--- src/rtl/alu_div8_seq.sv ---
// -----------------------------------------------------------------------------
// alu_div8_seq
//   Multi-cycle unsigned restoring divider for the CPU execute stage.
//   Each RUN cycle performs one trial subtraction of the divisor from the
//   shifted partial remainder. The carry convention matches the ALU adder:
//   no borrow (C=1) means the subtraction is kept and the quotient bit is 1.
//
//   Timing: a start accepted at edge E0 leads to done being high in the cycle
//   after edge E0+WIDTH+1. The edges E1..E0+WIDTH each retire one quotient
//   bit. The edge that follows copies the working registers into the result
//   registers and enters DONE.
//
// Ports
//   clk        in   system clock, rising edge
//   rst        in   asynchronous, active-high reset
//   start      in   request, sampled only while busy=0
//   dividend   in   [WIDTH-1:0] numerator, latched on an accepted start
//   divisor    in   [WIDTH-1:0] denominator, latched on an accepted start
//   busy       out  high from an accepted start until the cycle after done
//   done       out  one-cycle strobe, results valid in that cycle
//   quotient   out  [WIDTH-1:0] result, held until the next DONE entry
//   remainder  out  [WIDTH-1:0] result, held until the next DONE entry
//   zero       out  quotient == 0, registered together with the results
//   div_zero   out  divisor was zero (only with DIV_ZERO_CHK_EN)
//
// Build option
//   DIV_ZERO_CHK_EN : when defined, a zero divisor skips the iterations. The
//   operation then completes one edge after the start, with quotient = all
//   ones, remainder = dividend and div_zero = 1. When undefined, a zero
//   divisor runs the normal algorithm, which yields the same quotient and
//   remainder, and div_zero is constant 0.
// -----------------------------------------------------------------------------
module alu_div8_seq #(
  parameter int WIDTH = 8
) (
  input  logic             clk,
  input  logic             rst,
  input  logic             start,
  input  logic [WIDTH-1:0] dividend,
  input  logic [WIDTH-1:0] divisor,
  output logic             busy,
  output logic             done,
  output logic [WIDTH-1:0] quotient,
  output logic [WIDTH-1:0] remainder,
  output logic             zero,
  output logic             div_zero
);

  localparam int CNT_W = $clog2(WIDTH + 1);

  typedef enum logic [1:0] {
    IDLE,
    RUN,
    DONE
  } state_t;

  state_t           state;
  logic [CNT_W-1:0] count;

  // Working registers. They need no reset because they are always loaded on
  // an accepted start before anything reads them.
  logic [WIDTH-1:0] q_w;
  logic [WIDTH-1:0] r_w;
  logic [WIDTH-1:0] dvs;
  logic [WIDTH:0]   trial;
  logic             take_start;

`ifdef DIV_ZERO_CHK_EN
  logic             dz;
`endif

  // Trial subtraction of the divisor from the shifted remainder rs, where rs
  // is WIDTH+1 bits wide. The result is {borrow, difference}. When there is
  // no borrow, the true difference is smaller than the divisor, so the low
  // WIDTH bits of rs minus d give it exactly.
  function automatic logic [WIDTH:0] trial_sub(input logic [WIDTH:0]   rs,
                                               input logic [WIDTH-1:0] d);
    logic             borrow;
    logic [WIDTH-1:0] diff;
    borrow    = (rs < {1'b0, d});
    diff      = rs[WIDTH-1:0] - d;
    trial_sub = {borrow, diff};
  endfunction

  assign take_start = (state == IDLE) && start;

  // One iteration: {R,Q} shifts left and the MSB of Q moves into R.
  always_comb begin
    trial = trial_sub({r_w, q_w[WIDTH-1]}, dvs);
  end

  // ---- datapath: operand latch and shift/subtract iteration ----
  always_ff @(posedge clk) begin
    if (take_start) begin
      dvs <= divisor;
      q_w <= dividend;
      r_w <= '0;
`ifdef DIV_ZERO_CHK_EN
      dz  <= (divisor == '0);
      // A zero divisor gets its final result at once. No iterations follow,
      // because the control path loads a count of 0.
      if (divisor == '0) begin
        q_w <= '1;
        r_w <= dividend;
      end
`endif
    end else if ((state == RUN) && (count != '0)) begin
      if (!trial[WIDTH]) begin
        r_w <= trial[WIDTH-1:0];
        q_w <= {q_w[WIDTH-2:0], 1'b1};
      end else begin
        r_w <= {r_w[WIDTH-2:0], q_w[WIDTH-1]};
        q_w <= {q_w[WIDTH-2:0], 1'b0};
      end
    end
  end

  // ---- control: state, counter, status and result registers ----
  always_ff @(posedge clk or posedge rst) begin
    if (rst) begin
      state     <= IDLE;
      count     <= '0;
      busy      <= 1'b0;
      done      <= 1'b0;
      quotient  <= '0;
      remainder <= '0;
      zero      <= 1'b0;
`ifdef DIV_ZERO_CHK_EN
      div_zero  <= 1'b0;
`endif
    end else begin
      case (state)
        IDLE: begin
          done <= 1'b0;
          if (start) begin
            state <= RUN;
            busy  <= 1'b1;
            count <= CNT_W'(WIDTH);
`ifdef DIV_ZERO_CHK_EN
            if (divisor == '0) count <= '0;
`endif
          end
        end
        RUN: begin
          if (count != '0) begin
            count <= count - CNT_W'(1);
          end else begin
            // Every quotient bit has been retired, so publish the result.
            state     <= DONE;
            done      <= 1'b1;
            quotient  <= q_w;
            remainder <= r_w;
            zero      <= (q_w == '0);
`ifdef DIV_ZERO_CHK_EN
            div_zero  <= dz;
`endif
          end
        end
        DONE: begin
          state <= IDLE;
          done  <= 1'b0;
          busy  <= 1'b0;
        end
        default: begin
          state <= IDLE;
          done  <= 1'b0;
          busy  <= 1'b0;
        end
      endcase
    end
  end

`ifndef DIV_ZERO_CHK_EN
  assign div_zero = 1'b0;
`endif

endmodule

--- config.mk ---
export PLATFORM = sky130hd
export DESIGN_NAME = alu_div8_seq
export DESIGN_NICKNAME = d
export VERILOG_FILES = /design/src/rtl/alu_div8_seq.sv
export SDC_FILE = /design/constraint.sdc
export NUM_CORES = 1
export LEC_CHECK = 0
export CORE_MARGIN = 2
export CORE_UTILIZATION = 37
export CTS_CLUSTER_SIZE = 20
export DETAILED_ROUTE_END_ITERATION = 16
export GPL_ROUTABILITY_DRIVEN = 0
export RECOVER_POWER = 50
export SLEW_MARGIN = 20
export SYNTH_ARGS = -nofsm -noshare
export SYNTH_HDL_FRONTEND = slang
export SYNTH_SLANG_ARGS = --single-unit
--- constraint.sdc ---
create_clock -name clk -period 4.3 [get_ports clk]
set_clock_uncertainty 0.1 [all_clocks]
set_input_delay 1.075 -clock clk [delete_from_list [all_inputs] [get_ports clk]]
set_output_delay 1.075 -clock clk [all_outputs]
set_load 0.02 [all_outputs]
==> flow_summary.toml <==
[run_status]
status = "finished, final reports clean"

[die]
start_util_pct = 37.7
row_count = 29
fp.dieW_um = 83.9
die_area_um2 = 7050
die_h_um = 83.9
coreArea_um2 = 6280
num_io_pins = 39

[pwr]
p_int_uw = 1390
ir_drop_mv = 0.346
power.clock.fraction_pct = 15.4
p_switching_uw = 888
switching_share_pct = 38.9
pwr-share-comb_pct = 47.3
p_seq_share_pct = 37.3
p_leak_uw = 0.00125
powerDensity_nw_per_um2 = 788

[timing]
max_slew_margin_pct = 28.3
setup_tns_ns = 0
fin_crit_ns = 3.10
worst_slack_ns = 1.20
worst_slew_pin_slew_ns = 1.08
grt_setup_unrepaired = "false"
fmax_mhz = 323
setup_viol = 0
whs_ns = 0.381
hold_viol_final = 0
fin_crit_sh_pct = 72.1
final-max-slew-violation-count = 0

[drt]
detail_route.wl_per_cell_um = 14.1
first_iter_violations = 49
drc = 0
vias = 1619
wirelength_um = 4640
postRouteAntennaNets = 0
via_per_inst = 4.91
firstDrtPassIters = 4

[synth]
avgSynthCellArea_um2 = 11.1
yosysSeqAreaShare_pct = 53.5
syn-num-nets = 244
synthCells = 214
synth.largest_area_cell = "dfrtp_1"
yosysMostFrequentCell = "nand2_1"
synth_top_area_share_pct = 26.5
synth-edff-count = 16
synth_top_family_by_area = "simple AND/OR/NAND/NOR gates"
syn_area_um2 = 2360
synth-async-reset-ratio_pct = 51.0
synthMuxAreaShare_pct = 8.52
ys_seq_elements = 49
synthTopCellsByArea = "dfrtp_1 26%, edfxtp_1 20%, mux2_2 7.6%"
ys.flop_type = "dfrtp_1"
yosys_warnings = 0
synth-compound-area-share_pct = 10.2
yosys.area_share.simple_pct = 14.6
ys_top_cells_by_count = "28 x nand2_1, 25 x dfrtp_1, 19 x inv_1"
synth-adder-area-share_pct = 6.14
yosysUniqueCellTypes = 50
synth_xor_area_share_pct = 1.85

[clock_tree]
htree_levels = 2
clkSinkCount = 49
cts_root_buffer = "clkbuf_8"
post_cts_buffers = 0
clkSlewWorstSetupHoldPaths_ns = 0.10
ctsHoldBuffers = 0
cts_tree = "yes"
cts_buffer_depth = 2
insertion_delay_ns = 0.31
ctsResizeCount = 0
numCtsBuffers = 5

[global_route]
grt_use_total_pct = 13.8
grt_pass1_wl_um = 7870
top_usage_layer = "met2"
grt_pass1_vias = 1609
met3_usage_pct = 3.46
grt_max_degree = 26
gr-total-overflow = 0
antenna_found_initial = 0
gr-usage-met2_pct = 21.1
met1_usage_pct = 19.0

[critical_path]
end_kind = "flop"
startpoint = "start"
worstPathRequired_ns = 4.28
arrival_ns = 3.08
cp-endpoint = "q_w[2]$_DFFE_PP_"
r2r-start = "r_w[3]$_SDFFE_PP0P_"
worstReg2RegEnd = "r_w[3]$_SDFFE_PP0P_"
crit_type = "in2reg"
path_max_fanout = 19
cp-start-kind = "primary input"
reg2reg_slack_ns = 1.72
r2r_cells = 6

[layout]
antennaDiodeCount = 0
area_growth_pct = 22.5
drive_gt1_share_pct = 12.6
finalNonFillerCells = 330
final_net_count = 282

[flow_run]
maxCapViolCount = 0

[placement]
port-buffer-count = 37
dpl.cell_count = 322
pre_cts_slack_ns = 1.47
hpwlAfterDp_um = 3360

[worst_hold_path]
hp-class = "reg2reg"
-- layout make-up --
| type | instances | area (um^2) |
|---|---|---|
| fillers | 587 | 3380 |
| flip-flops and latches | 49 | 1270 |
| multi-input cells | 139 | 970 |
| repair buffers | 38 | 374 |
| well taps | 77 | 96.3 |
| inverters | 19 | 71.3 |
| clock buffers | 5 | 68.8 |
| clock inverters | 3 | 50.0 |
-- layer usage --
layer  share of wire (%)  up-vias
met5                   0        -
met4                 1.8        0
met3                 3.5        7
met2                  45       38
met1                  50      756
li1                    -      818
-- worst min path at each step --
| stage | to | cells past startpoint | slack, ns | from |
|---|---|---|---|---|
| final | remainder[1]$_DFFE_PP0P_ | 2 | 0.38 | remainder[1]$_DFFE_PP0P_ |
| after global routing | busy$_DFFE_PP0P_ | 1 | 0.41 | state[1]$_DFFE_PP0P_ |
| after CTS | remainder[1]$_DFFE_PP0P_ | 2 | 0.39 | remainder[1]$_DFFE_PP0P_ |
| after detailed placement | remainder[1]$_DFFE_PP0P_ | 2 | 0.36 | remainder[1]$_DFFE_PP0P_ |
| after global placement | remainder[1]$_DFFE_PP0P_ | 2 | 0.36 | remainder[1]$_DFFE_PP0P_ |
| after floorplan | busy$_DFFE_PP0P_ | 1 | 0.34 | state[1]$_DFFE_PP0P_ |
-- power by group through the flow --
stage | combinational (uW) | clock [uW] | sequential [uW]
after floorplan | 723 | 0 | 918
after global placement | 1090 | 0 | 862
after detailed placement | 1110 | 0 | 863
after CTS | 1120 | 360 | 855
after global routing | 1190 | 381 | 882
final | 1080 | 352 | 853
-- flip-flops by register name, summed over array words and instances (netlist names) --
register   flops
dvs            8
q_w            8
quotient       8
r_w            8
remainder      8
count          4
state          2
busy           1
done           1
zero           1
-- layout by cell type, fill, tap and decap left out, types with 4 or more instances in the layout --
cell type and count:
edfxtp_1 16, nor2_1 11, clkdlybuf4s50_1 27, dlygate4sd3_1 10, nand2_1 28, dfrtp_1 25
clkbuf_8 5, ha_1 10, o21ai_0 8, dfxtp_1 8, a21oi_1 7, inv_1 18
nand3_1 6, or2_2 4, mux2_2 16
-- worst max-delay path: stages --
cell and delay, ns:
dlygate4sd3_1 0.57, nor3b_1 0.18, clkbuf_1 0.82, mux2_2 0.42
-- logic make-up after synthesis --
logic type	count (synthesis)
multiplexers	18
adder cells (fa/ha/maj)	11
flip-flops	49
buffers and inverters	26
AO/OA/AOI/OAI	34
other	1
XOR/XNOR	5
AND/OR/NAND/NOR	70
-- per-stage QoR --
step                instance area, um^2  total power, uW  utilization, %
global route                       2900             2450            46.1
floorplan                          2360             1640               -
global placement                   2800             1960            44.5
finish                             2900             2280            46.1
detailed placement                 2800             1970            44.5
CTS                                2910             2330            46.4
Note: power is estimated with default switching activity, not from simulation.
